### src/rtl/fab_apb_arb_pkg.sv
// Shared definitions for the fabric APB arbiter slice.
//   state_t            : arbiter FSM encoding (IDLE/SETUP/ACCESS/DONE)
//   REQ_IDX_0/1        : requester index values used for grants
//   TIMEOUT_CYCLES_DEF : default ACCESS-phase PREADY timeout
package fab_apb_arb_pkg;

    typedef enum logic [1:0] {
        IDLE   = 2'd0,
        SETUP  = 2'd1,
        ACCESS = 2'd2,
        DONE   = 2'd3
    } state_t;

    localparam logic REQ_IDX_0 = 1'b0;
    localparam logic REQ_IDX_1 = 1'b1;

    localparam int unsigned TIMEOUT_CYCLES_DEF = 256;

endpackage

### src/rtl/fab_apb_arbiter_if.sv
// Bus bundle for fab_apb_arbiter: two request/acknowledge requester ports
// plus the fabric-to-MSS APB3 (FABP*) master port.
//   master : arbiter view (drives ACKn/RDATAn/ERRn and FABP* requests)
//   slave  : environment view (requesters and the MSS APB slave)
interface fab_apb_arbiter_if #(
    parameter int unsigned ADDR_W = 32,
    parameter int unsigned DATA_W = 32
);
    logic              REQ0,   REQ1;
    logic              WRITE0, WRITE1;
    logic [ADDR_W-1:0] ADDR0,  ADDR1;
    logic [DATA_W-1:0] WDATA0, WDATA1;
    logic              ACK0,   ACK1;
    logic [DATA_W-1:0] RDATA0, RDATA1;
    logic              ERR0,   ERR1;

    logic [ADDR_W-1:0] FABPADDR;
    logic [DATA_W-1:0] FABPWDATA;
    logic              FABPWRITE;
    logic              FABPSEL;
    logic              FABPENABLE;
    logic [DATA_W-1:0] FABPRDATA;
    logic              FABPREADY;
    logic              FABPSLVERR;

    modport master (
        input  REQ0, REQ1, WRITE0, WRITE1, ADDR0, ADDR1, WDATA0, WDATA1,
        output ACK0, ACK1, RDATA0, RDATA1, ERR0, ERR1,
        output FABPADDR, FABPWDATA, FABPWRITE, FABPSEL, FABPENABLE,
        input  FABPRDATA, FABPREADY, FABPSLVERR
    );

    modport slave (
        output REQ0, REQ1, WRITE0, WRITE1, ADDR0, ADDR1, WDATA0, WDATA1,
        input  ACK0, ACK1, RDATA0, RDATA1, ERR0, ERR1,
        input  FABPADDR, FABPWDATA, FABPWRITE, FABPSEL, FABPENABLE,
        output FABPRDATA, FABPREADY, FABPSLVERR
    );

endinterface

### src/rtl/fab_rr_arb2.sv
// Combinational two-way round-robin pick.
//   req[1:0]   : pending requests (bit n = requester n)
//   last_grant : index granted most recently
//   grant_idx  : chosen requester (valid only when grant_vld=1)
//   grant_vld  : at least one request pending
module fab_rr_arb2
    import fab_apb_arb_pkg::*;
(
    input  logic [1:0] req,
    input  logic       last_grant,
    output logic       grant_idx,
    output logic       grant_vld
);

    always_comb begin
        grant_vld = |req;
        grant_idx = REQ_IDX_0;
        case (req)
            2'b01:   grant_idx = REQ_IDX_0;
            2'b10:   grant_idx = REQ_IDX_1;
            // contention: the requester that did not win last time goes first
            2'b11:   grant_idx = (last_grant == REQ_IDX_0) ? REQ_IDX_1 : REQ_IDX_0;
            default: grant_idx = REQ_IDX_0;
        endcase
    end

endmodule

### src/rtl/fab_apb_arbiter.sv
// Shares the MSS FABP* APB3 slave port between two fabric requesters.
// Round-robin grant, APB SETUP/ACCESS sequencing, read-data/error capture
// and a PREADY timeout.
//   FAB_CLK    : fabric clock, rising edge
//   M2FRESETn  : asynchronous active-low reset
//   bus        : requester ports and FABP* master port (master modport)
module fab_apb_arbiter
    import fab_apb_arb_pkg::*;
#(
    parameter int unsigned TIMEOUT_CYCLES = TIMEOUT_CYCLES_DEF,
    parameter int unsigned ADDR_W         = 32,
    parameter int unsigned DATA_W         = 32
) (
    input  logic               FAB_CLK,
    input  logic               M2FRESETn,
    fab_apb_arbiter_if.master  bus
);

    localparam logic [15:0] CNT_TERM = 16'(TIMEOUT_CYCLES - 1);

    state_t            state, state_nxt;
    logic              grant_q, last_grant_q;
    logic [15:0]       cnt_q;
    logic [ADDR_W-1:0] addr_q;
    logic [DATA_W-1:0] wdata_q;
    logic              write_q;
    logic [DATA_W-1:0] rdata_q;
    logic              err_q;

    logic arb_idx, arb_vld;
    logic misaligned, timeout, ack0, ack1;

    fab_rr_arb2 u_rr_arb2 (
        .req        ({bus.REQ1, bus.REQ0}),
        .last_grant (last_grant_q),
        .grant_idx  (arb_idx),
        .grant_vld  (arb_vld)
    );

    assign misaligned = (addr_q[1:0] != 2'b00);
    assign timeout    = (cnt_q == CNT_TERM);

    always_ff @(posedge FAB_CLK or negedge M2FRESETn) begin
        if (!M2FRESETn) state <= IDLE;
        else            state <= state_nxt;
    end

    // The alignment check runs on the latched address, so a misaligned
    // request spends its SETUP cycle with FABPSEL held low and then completes.
    always_comb begin
        state_nxt = state;
        case (state)
            IDLE:    if (arb_vld) state_nxt = SETUP;
            SETUP:   state_nxt = misaligned ? DONE : ACCESS;
            ACCESS:  if (bus.FABPREADY || timeout) state_nxt = DONE;
            DONE:    state_nxt = IDLE;
            default: state_nxt = IDLE;
        endcase
    end

    always_ff @(posedge FAB_CLK or negedge M2FRESETn) begin
        if (!M2FRESETn) begin
            grant_q      <= REQ_IDX_0;
            last_grant_q <= REQ_IDX_1;
            cnt_q        <= '0;
            addr_q       <= '0;
            wdata_q      <= '0;
            write_q      <= 1'b0;
            rdata_q      <= '0;
            err_q        <= 1'b0;
        end else begin
            case (state)
                IDLE: begin
                    if (arb_vld) begin
                        grant_q <= arb_idx;
                        addr_q  <= (arb_idx == REQ_IDX_1) ? bus.ADDR1  : bus.ADDR0;
                        wdata_q <= (arb_idx == REQ_IDX_1) ? bus.WDATA1 : bus.WDATA0;
                        write_q <= (arb_idx == REQ_IDX_1) ? bus.WRITE1 : bus.WRITE0;
                        rdata_q <= '0;
                        err_q   <= 1'b0;
                    end
                end
                SETUP: begin
                    if (misaligned) begin
                        rdata_q <= '0;
                        err_q   <= 1'b1;
                    end
                end
                ACCESS: begin
                    cnt_q <= cnt_q + 16'd1;
                    // PREADY on the terminal count still wins
                    if (bus.FABPREADY) begin
                        rdata_q <= write_q ? '0 : bus.FABPRDATA;
                        err_q   <= bus.FABPSLVERR;
                    end else if (timeout) begin
                        rdata_q <= '0;
                        err_q   <= 1'b1;
                    end
                end
                DONE: begin
                    last_grant_q <= grant_q;
                    cnt_q        <= '0;
                end
                default: ;
            endcase
        end
    end

    // Bus strobes and acknowledges decode straight from the state register,
    // so an asynchronous reset drops them immediately.
    assign ack0 = (state == DONE) && (grant_q == REQ_IDX_0);
    assign ack1 = (state == DONE) && (grant_q == REQ_IDX_1);

    assign bus.FABPSEL    = ((state == SETUP) && !misaligned) || (state == ACCESS);
    assign bus.FABPENABLE = (state == ACCESS);
    assign bus.FABPADDR   = addr_q;
    assign bus.FABPWDATA  = wdata_q;
    assign bus.FABPWRITE  = write_q;

    assign bus.ACK0   = ack0;
    assign bus.ACK1   = ack1;
    assign bus.RDATA0 = ack0 ? rdata_q : '0;
    assign bus.RDATA1 = ack1 ? rdata_q : '0;
    assign bus.ERR0   = ack0 & err_q;
    assign bus.ERR1   = ack1 & err_q;

endmodule

### src/flat_wrapper.sv
// flat-port wrapper written by rule: the top's interface ports become plain ports
module fab_apb_arbiter_flat import fab_apb_arb_pkg::*;
#(
    parameter int unsigned TIMEOUT_CYCLES = TIMEOUT_CYCLES_DEF,
    parameter int unsigned ADDR_W         = 32,
    parameter int unsigned DATA_W         = 32
)
  (FAB_CLK, M2FRESETn, bus_REQ0, bus_REQ1, bus_WRITE0, bus_WRITE1, bus_ADDR0, bus_ADDR1, bus_WDATA0, bus_WDATA1, bus_ACK0, bus_ACK1, bus_RDATA0, bus_RDATA1, bus_ERR0, bus_ERR1, bus_FABPADDR, bus_FABPWDATA, bus_FABPWRITE, bus_FABPSEL, bus_FABPENABLE, bus_FABPRDATA, bus_FABPREADY, bus_FABPSLVERR);
  fab_apb_arbiter_if #(.ADDR_W(ADDR_W), .DATA_W(DATA_W)) bus_i ();
  input  logic FAB_CLK;
  input  logic M2FRESETn;
  input wire logic [$bits(bus_i.REQ0)-1:0] bus_REQ0;
  input wire logic [$bits(bus_i.REQ1)-1:0] bus_REQ1;
  input wire logic [$bits(bus_i.WRITE0)-1:0] bus_WRITE0;
  input wire logic [$bits(bus_i.WRITE1)-1:0] bus_WRITE1;
  input wire logic [$bits(bus_i.ADDR0)-1:0] bus_ADDR0;
  input wire logic [$bits(bus_i.ADDR1)-1:0] bus_ADDR1;
  input wire logic [$bits(bus_i.WDATA0)-1:0] bus_WDATA0;
  input wire logic [$bits(bus_i.WDATA1)-1:0] bus_WDATA1;
  output wire logic [$bits(bus_i.ACK0)-1:0] bus_ACK0;
  output wire logic [$bits(bus_i.ACK1)-1:0] bus_ACK1;
  output wire logic [$bits(bus_i.RDATA0)-1:0] bus_RDATA0;
  output wire logic [$bits(bus_i.RDATA1)-1:0] bus_RDATA1;
  output wire logic [$bits(bus_i.ERR0)-1:0] bus_ERR0;
  output wire logic [$bits(bus_i.ERR1)-1:0] bus_ERR1;
  output wire logic [$bits(bus_i.FABPADDR)-1:0] bus_FABPADDR;
  output wire logic [$bits(bus_i.FABPWDATA)-1:0] bus_FABPWDATA;
  output wire logic [$bits(bus_i.FABPWRITE)-1:0] bus_FABPWRITE;
  output wire logic [$bits(bus_i.FABPSEL)-1:0] bus_FABPSEL;
  output wire logic [$bits(bus_i.FABPENABLE)-1:0] bus_FABPENABLE;
  input wire logic [$bits(bus_i.FABPRDATA)-1:0] bus_FABPRDATA;
  input wire logic [$bits(bus_i.FABPREADY)-1:0] bus_FABPREADY;
  input wire logic [$bits(bus_i.FABPSLVERR)-1:0] bus_FABPSLVERR;
  assign bus_i.REQ0 = bus_REQ0;
  assign bus_i.REQ1 = bus_REQ1;
  assign bus_i.WRITE0 = bus_WRITE0;
  assign bus_i.WRITE1 = bus_WRITE1;
  assign bus_i.ADDR0 = bus_ADDR0;
  assign bus_i.ADDR1 = bus_ADDR1;
  assign bus_i.WDATA0 = bus_WDATA0;
  assign bus_i.WDATA1 = bus_WDATA1;
  assign bus_ACK0 = bus_i.ACK0;
  assign bus_ACK1 = bus_i.ACK1;
  assign bus_RDATA0 = bus_i.RDATA0;
  assign bus_RDATA1 = bus_i.RDATA1;
  assign bus_ERR0 = bus_i.ERR0;
  assign bus_ERR1 = bus_i.ERR1;
  assign bus_FABPADDR = bus_i.FABPADDR;
  assign bus_FABPWDATA = bus_i.FABPWDATA;
  assign bus_FABPWRITE = bus_i.FABPWRITE;
  assign bus_FABPSEL = bus_i.FABPSEL;
  assign bus_FABPENABLE = bus_i.FABPENABLE;
  assign bus_i.FABPRDATA = bus_FABPRDATA;
  assign bus_i.FABPREADY = bus_FABPREADY;
  assign bus_i.FABPSLVERR = bus_FABPSLVERR;
  fab_apb_arbiter #(.TIMEOUT_CYCLES(TIMEOUT_CYCLES), .ADDR_W(ADDR_W), .DATA_W(DATA_W)) u_core (.FAB_CLK(FAB_CLK), .M2FRESETn(M2FRESETn), .bus(bus_i));
endmodule
### config.mk
export PLATFORM = sky130hd
export DESIGN_NAME = fab_apb_arbiter_flat
export DESIGN_NICKNAME = d
export VERILOG_FILES = /design/src/rtl/fab_apb_arb_pkg.sv /design/src/rtl/fab_apb_arbiter_if.sv /design/src/rtl/fab_rr_arb2.sv /design/src/rtl/fab_apb_arbiter.sv /design/src/flat_wrapper.sv
export SDC_FILE = /design/constraint.sdc
export NUM_CORES = 1
export LEC_CHECK = 0
export CAP_MARGIN = 20
export CELL_PAD_IN_SITES_DETAIL_PLACEMENT = 0
export CELL_PAD_IN_SITES_GLOBAL_PLACEMENT = 2
export CORE_AREA = 4 4 117 231
export CTS_CLUSTER_SIZE = 8
export DETAILED_ROUTE_END_ITERATION = 8
export DIE_AREA = 0 0 121 235
export GPL_TIMING_DRIVEN = 0
export PLACE_DENSITY = 0.86
export SKIP_CTS_REPAIR_TIMING = 1
export SLEW_MARGIN = 10
export SYNTH_ARGS = -nofsm -noshare
export SYNTH_HDL_FRONTEND = slang
export SYNTH_HIERARCHICAL = 1
export SYNTH_SLANG_ARGS = --single-unit
### constraint.sdc
create_clock -name FAB_CLK -period 2.1 [get_ports FAB_CLK]
set_clock_uncertainty 0.2 [all_clocks]
set_input_delay 0.21 -clock FAB_CLK [delete_from_list [all_inputs] [get_ports FAB_CLK]]
set_output_delay 0.21 -clock FAB_CLK [all_outputs]
set_load 0.02 [all_outputs]
==> results.json, run 1 <==
{
  "outcome": "finished with violations",
  "violations": "negative setup slack",
  "dp_hpwl_um": 17900,
  "hold_slack_ns": 0.136,
  "h-tree-depth": 4,
  "start_util_pct": 22.9,
  "via_per_inst": 4.46,
  "vias": 5517,
  "io_buffers": 302,
  "grt_pass1_wl_um": 34000,
  "dieArea_um2": 28400,
  "cts-buffers-inserted": 17,
  "synth_area_leaders": "dfrtp_1 (51%), mux2i_1 (12%), a21oi_1 (6.1%), nor2_1 (5.1%), a22o_1 (4.9%)",
  "ys_types": 43,
  "cts_sinks": 118,
  "routed_wl_um": 23000,
  "antenna_left": 0,
  "netlist_instances": 552,
  "min_period_ns": 2.18,
  "fill_cells": 2520,
  "fin_nets": 1062,
  "yosysSeqAreaShare_pct": 51.3,
  "avgRoutedWirePerCell_um": 18.6,
  "leakagePower_uw": 0.00470,
  "synth_top_area_cell": "dfrtp_1",
  "clockPowerShare_pct": 23.1,
  "cp_max_fo": 6,
  "post-place-ws_ns": -0.707,
  "relSlewSlack_pct": 63.2,
  "cts_tree": "built",
  "power_density_nw_per_um2": 1280,
  "synth_ff_type": "dfrtp_1",
  "net-switching-power_uw": 4960,
  "core_um2": 25100,
  "async_flop_share_pct": 100,
  "insertion_delay_ns": 0.42,
  "setup_slack_ns": -0.0832,
  "synth_edf_count": 0,
  "firstDrtPassIters": 4,
  "yosysTopAreaCellShare_pct": 50.8,
  "criticalPathCategory": "reg2reg",
  "power_switching_share_pct": 38.0,
  "p_comb_share_pct": 48.8,
  "io_pins": 303,
  "crit_start": "u_core/state[1]",
  "peakVddDrop_mv": 0.613,
  "grt_use_total_pct": 15.8,
  "grt_start_max_net_pins": 65,
  "rsz0062_at_grt": "yes",
  "hold_path_class": "in2async",
  "grt_pass1_vias": 5818,
  "setup_viol": 34,
  "die_h_um": 235,
  "drv_slew": 0,
  "cap_violations": 0,
  "rows": 82,
  "cp-start-kind": "flip-flop",
  "stdcell_count": 1238,
  "placedCellCount": 1191,
  "arrival_ns": 2.29,
  "areaGrowthSynthToFinish_pct": 77.7,
  "grt_overflow": 0,
  "cts.clk_slew.worst_paths_ns": 0.05,
  "p_seq_share_pct": 28.1,
  "worst_pin_slew_ns": 0.552,
  "cp.required_ns": 2.20,
  "synth.yosys.warnings": 6,
  "finalHoldViolCount": 0,
  "gp_congestion": 0.789,
  "fmax_mhz": 458,
  "die_x_um": 121,
  "antenna_found_initial": 1,
  "clock-root-buffer": "clkbuf_16",
  "end_kind": "flip-flop",
  "synth_nets": 726,
  "synth_area_um2": 5760,
  "r2r_start": "u_core/state[1]",
  "intPower_uw": 8110,
  "min_period_over_period_pct": 104,
  "drc": 0,
  "cts_buffer_depth": 2,
  "drt_iter0_drc": 179,
  "synth-seq-cells": 118,
  "drive_above_1_share_pct": 22.2,
  "avgSynthCellArea_um2": 10.4
}
==> logic make-up (layout without fill, tap and decap cells) <==
family	after synthesis	in the layout	share of synthesized area [%]
simple gates	184	184	17.1
flops	118	118	51.3
compound gates	116	116	12.7
mux	70	70	12.2
buf+inv	47	396	3.78
xor+xnor	11	11	1.67
fa+ha+maj	6	6	1.30
other cells	0	1	0
==> cell usage in the layout (no fill, tap or decap), drive strengths merged, types with 4 or more instances in the layout <==
cell / instances
xnor2: 6
xor2: 5
and2: 35
a22o: 32
nand3: 6
buf: 75
o21ai: 5
nand2: 5
and3: 34
nand4: 6
clkbuf: 70
a21oi: 70
nor2: 79
inv: 5
nor4: 4
clkdlybuf4s50: 231
dlymetal6s2s: 6
dfrtp: 117
mux2i: 67
ha: 6
==> path summary, 6_finish.rpt <==
| kind | to | slack (ns) | cells past startpoint |
|---|---|---|---|
| worst max-delay path | u_core/rdata_q[21] | -0.08 | 10 |
| worst min-delay path | u_core/bus.FABPADDR[24] | 0.14 | 2 |
| worst max register to register | u_core/rdata_q[21] | -0.08 | 10 |
| worst min register to register | u_core/rdata_q[28] | 0.31 | 1 |
| max in group asynchronous | u_core/last_grant_q | 0.81 | 3 |
| min in group FAB_CLK | u_core/rdata_q[26] | 0.20 | 2 |
==> cell type report <==
type	count	area, um^2	area share, %
antenna	1	2.50	0.0244
buffer	41	335	3.28
clock buffer	24	492	4.80
clock inverter	8	120	1.17
inverter	5	21.3	0.208
multi-input combinational	387	2760	26.9
sequential	118	2960	28.9
tap	336	420	4.11
timing repair buffer	318	3130	30.6
==> critical path, cell delays in order (launching register included) <==
cell	delay [ns]
dfrtp_2	0.44
buf_4	0.16
inv_4	0.06
ha_4	0.19
nor2b_2	0.16
o2bb2ai_4	0.16
nor3_4	0.04
buf_4	0.17
buf_4	0.14
buf_6	0.12
a22o_1	0.23
==> routing by layer <==
layer  vias to the layer above  share of wire (%)  global-route usage (%)
met5                         -                  0                       0
li1                       2616                  -                       -
met4                         0                2.2                    6.60
met2                       197                 60                    31.5
met1                      2678                 34                    15.0
met3                        26                4.4                    3.23
==> Yosys cell counts, types with 4 or more instances <==
cell type and count:
xor2_1 5, nand2_1 5, mux2i_1 67, and3_1 34
a22o_1 32, xnor2_1 6, buf_2 15, nand3_1 6
inv_1 5, nor2_1 79, ha_1 6, nor4_1 4
and2_1 35, clkbuf_1 24, dfrtp_1 117, a21oi_1 70
o21ai_0 5
==> flip-flops by register name, summed over array words and instances (netlist names) <==
| signal | flops |
|---|---|
| u_core/rdata_q | 32 |
| u_core/last_grant_q | 1 |
| u_core/err_q | 1 |
| u_core/bus.FABPWRITE | 1 |
| u_core/bus.FABPADDR | 32 |
| u_core/bus.FABPWDATA | 32 |
| u_core/cnt_q | 16 |
| u_core/state | 2 |
| u_core/grant_q | 1 |
==> power groups by stage <==
stage | Clock (uW) | Sequential [uW] | Combinational, uW
finish | 3020 | 3670 | 6380
floorplan | 0 | 4300 | 2310
global placement | 0 | 3620 | 5770
detailed placement | 0 | 3630 | 5830
global route | 3200 | 3780 | 6890
CTS | 3110 | 3620 | 5840
==> metrics by stage <==
| step | total power [uW] | area (um^2) | utilization [%] | setup TNS (ns) |
|---|---|---|---|---|
| 2_1_floorplan | 6610 | 5760 | - | 0 |
| 3_3_place_gp | 9390 | 9200 | 36.6 | -575.47 |
| 3_5_place_dp | 9460 | 9230 | 36.7 | -70.77 |
| 4_1_cts | 12600 | 9840 | 39.2 | -101.20 |
| 5_1_grt | 13900 | 10200 | 40.7 | -3.95 |
| 6_report | 13100 | 10200 | 40.7 | -1.57 |
Note: power is estimated with default switching activity, not from simulation.
==> run 2: changes to the inputs <==
--- a/config.mk
+++ b/config.mk
@@ -15,7 +15,7 @@
 export GPL_TIMING_DRIVEN = 0
 export PLACE_DENSITY = 0.86
 export SKIP_CTS_REPAIR_TIMING = 1
-export SLEW_MARGIN = 10
+export SLEW_MARGIN = 0
 export SYNTH_ARGS = -nofsm -noshare
 export SYNTH_HDL_FRONTEND = slang
 export SYNTH_HIERARCHICAL = 1
==> results of run 2 <==
The final DEF is identical to that of run 1; final timing and power are the same.
==> run 3: changes to the inputs <==
--- a/config.mk
+++ b/config.mk
@@ -14,6 +14,7 @@
 export DIE_AREA = 0 0 121 235
 export GPL_TIMING_DRIVEN = 0
 export PLACE_DENSITY = 0.86
+export RECOVER_POWER = 50
 export SKIP_CTS_REPAIR_TIMING = 1
 export SLEW_MARGIN = 0
 export SYNTH_ARGS = -nofsm -noshare
==> results.json, run 3 (same netlist as run 1, synthesis figures left out) <==
{
  "outcome": "finished with violations",
  "violations": "negative setup slack",
  "antenna_found_initial": 1,
  "total_power_uw": 13100,
  "path_cells": "buf_4 -> inv_4 -> ha_4 -> nor2b_2 -> o2bb2ai_4 -> nor3_4 -> buf_4 -> buf_4 -> buf_6 -> a22o_1",
  "routed_wl_um": 23000,
  "dieArea_um2": 28400,
  "via_per_inst": 4.46,
  "start_util_pct": 22.9,
  "peakVddDrop_mv": 0.613,
  "drc": 0,
  "arrival_ns": 2.29,
  "post-place-ws_ns": -0.707,
  "die_x_um": 121,
  "hold_path_class": "in2reg",
  "cpMostUsedCell": "buf_4",
  "slowest_delay_ns": 0.44,
  "cp_max_fo": 6,
  "cp-start-kind": "flip-flop",
  "multi_input_area_um2": 2760,
  "min_period_over_period_pct": 104,
  "final_util_pct": 40.7,
  "grt_pass1_vias": 5818,
  "regToRegSetupSlack_ns": -0.08,
  "rows": 82,
  "crit_cells": 10,
  "die_h_um": 235,
  "setup_slack_ns": -0.0832,
  "cts_buffer_depth": 2,
  "critical-path-top-delay-family": "buffers and inverters",
  "grt_use_total_pct": 15.8,
  "min_period_ns": 2.18,
  "areaGrowthSynthToFinish_pct": 77.6,
  "avgRoutedWirePerCell_um": 18.6,
  "criticalPathCategory": "reg2reg",
  "h-tree-depth": 4,
  "setup_viol": 34,
  "mostFrequentLayoutCells": "clkdlybuf4s50_1 (231), dfrtp_1 (114), nor2_1 (78)",
  "cts.clk_slew.worst_paths_ns": 0.05,
  "drive_above_1_share_pct": 22.2,
  "power_density_nw_per_um2": 1280,
  "power_switching_share_pct": 38.0,
  "cts-buffers-inserted": 17,
  "p_comb_share_pct": 48.8,
  "hold_depth": 2,
  "hold_end": "u_core/rdata_q[26]",
  "grt_overflow": 0,
  "drt_iter0_drc": 179,
  "firstDrtPassIters": 4,
  "cp.required_ns": 2.20,
  "cts_sinks": 118,
  "rsz0062_at_grt": "yes",
  "dp_hpwl_um": 17900,
  "p_seq_share_pct": 28.1,
  "core_um2": 25100,
  "final_common_cell": "clkdlybuf4s50_1",
  "grt_pass1_wl_um": 34000,
  "gp_congestion": 0.789,
  "cts_tree": "built",
  "intPower_uw": 8100,
  "leakagePower_uw": 0.00470,
  "r2r_start": "u_core/state[1]",
  "cap_violations": 0,
  "setup_tns_ns": -1.58,
  "fill_cells": 2519,
  "r2r_end": "u_core/rdata_q[21]",
  "grt_start_max_net_pins": 65,
  "worst_pin_slew_ns": 1.33,
  "fmax_mhz": 458,
  "relSlewSlack_pct": 11.4,
  "critPathSlowestCell": "dfrtp_2",
  "vias": 5522,
  "cp_num_buf_inv": 5,
  "fin_nets": 1062,
  "regArea_um2": 2960,
  "drv_slew": 0,
  "min_from": "bus_FABPRDATA[26]",
  "io_pins": 303,
  "finalHoldViolCount": 0,
  "insertion_delay_ns": 0.42,
  "antenna_left": 0,
  "clock-root-buffer": "clkbuf_16",
  "clockPowerShare_pct": 23.1,
  "net-switching-power_uw": 4960,
  "r2r_cells": 10,
  "io_buffers": 302,
  "end_kind": "flip-flop"
}
run 3: cell types whose count changed in the layout (fill, tap and decap cells not counted):
cell	before	now
buf_6	48	47
buf_2	6	7
run 3: worst max path at each step:
stage                    start                       end  slack [ns]
2_1_floorplan  u_core/state[0]          u_core/cnt_q[14]        0.02
4_1_cts        u_core/state[0]            bus_RDATA0[17]       -1.18
3_3_place_gp         M2FRESETn  u_core/bus.FABPWDATA[22]       -4.32
6_report       u_core/state[1]        u_core/rdata_q[21]       -0.08
3_5_place_dp   u_core/state[0]             bus_RDATA0[4]       -0.71
5_1_grt        u_core/state[1]        u_core/rdata_q[21]       -0.14
run 3: area by class of cell:
cell class / instances / share of cell area (%)
clock buffers: 24 / 4.81
inverters: 5 / 0.208
repair buffers: 318 / 30.5
plain buffers: 41 / 3.28
flip-flops and latches: 118 / 28.9
clock inverters: 8 / 1.17
multi-input cells: 387 / 26.9
well taps: 336 / 4.11
diodes: 1 / 0.0245
run 3: power groups by stage:
stage	Combinational [uW]	Clock, uW	Sequential, uW
floorplan	2310	0	4300
global placement	5770	0	3620
detailed placement	5830	0	3630
CTS	5840	3110	3620
global route	6890	3200	3780
finish	6380	3020	3670
run 3: routing by layer:
layer	vias to the layer above	wire (um)	global-route usage (%)
li1	2616	-	-
met1	2681	7730	15.0
met3	26	1030	3.23
met4	0	510	6.60
met5	-	0	0
met2	199	13700	31.5
run 3: per-stage QoR:
| stage | hold slack, ns | cells | cell area (um^2) |
|---|---|---|---|
| after global placement | 0.290 | 1190 | 9200 |
| after CTS | -0.449 | 1223 | 9840 |
| after detailed placement | 0.0129 | 1191 | 9230 |
| after floorplan | -0.286 | 552 | 5760 |
| final | 0.200 | 1238 | 10200 |
| after global routing | 0.179 | 1238 | 10200 |
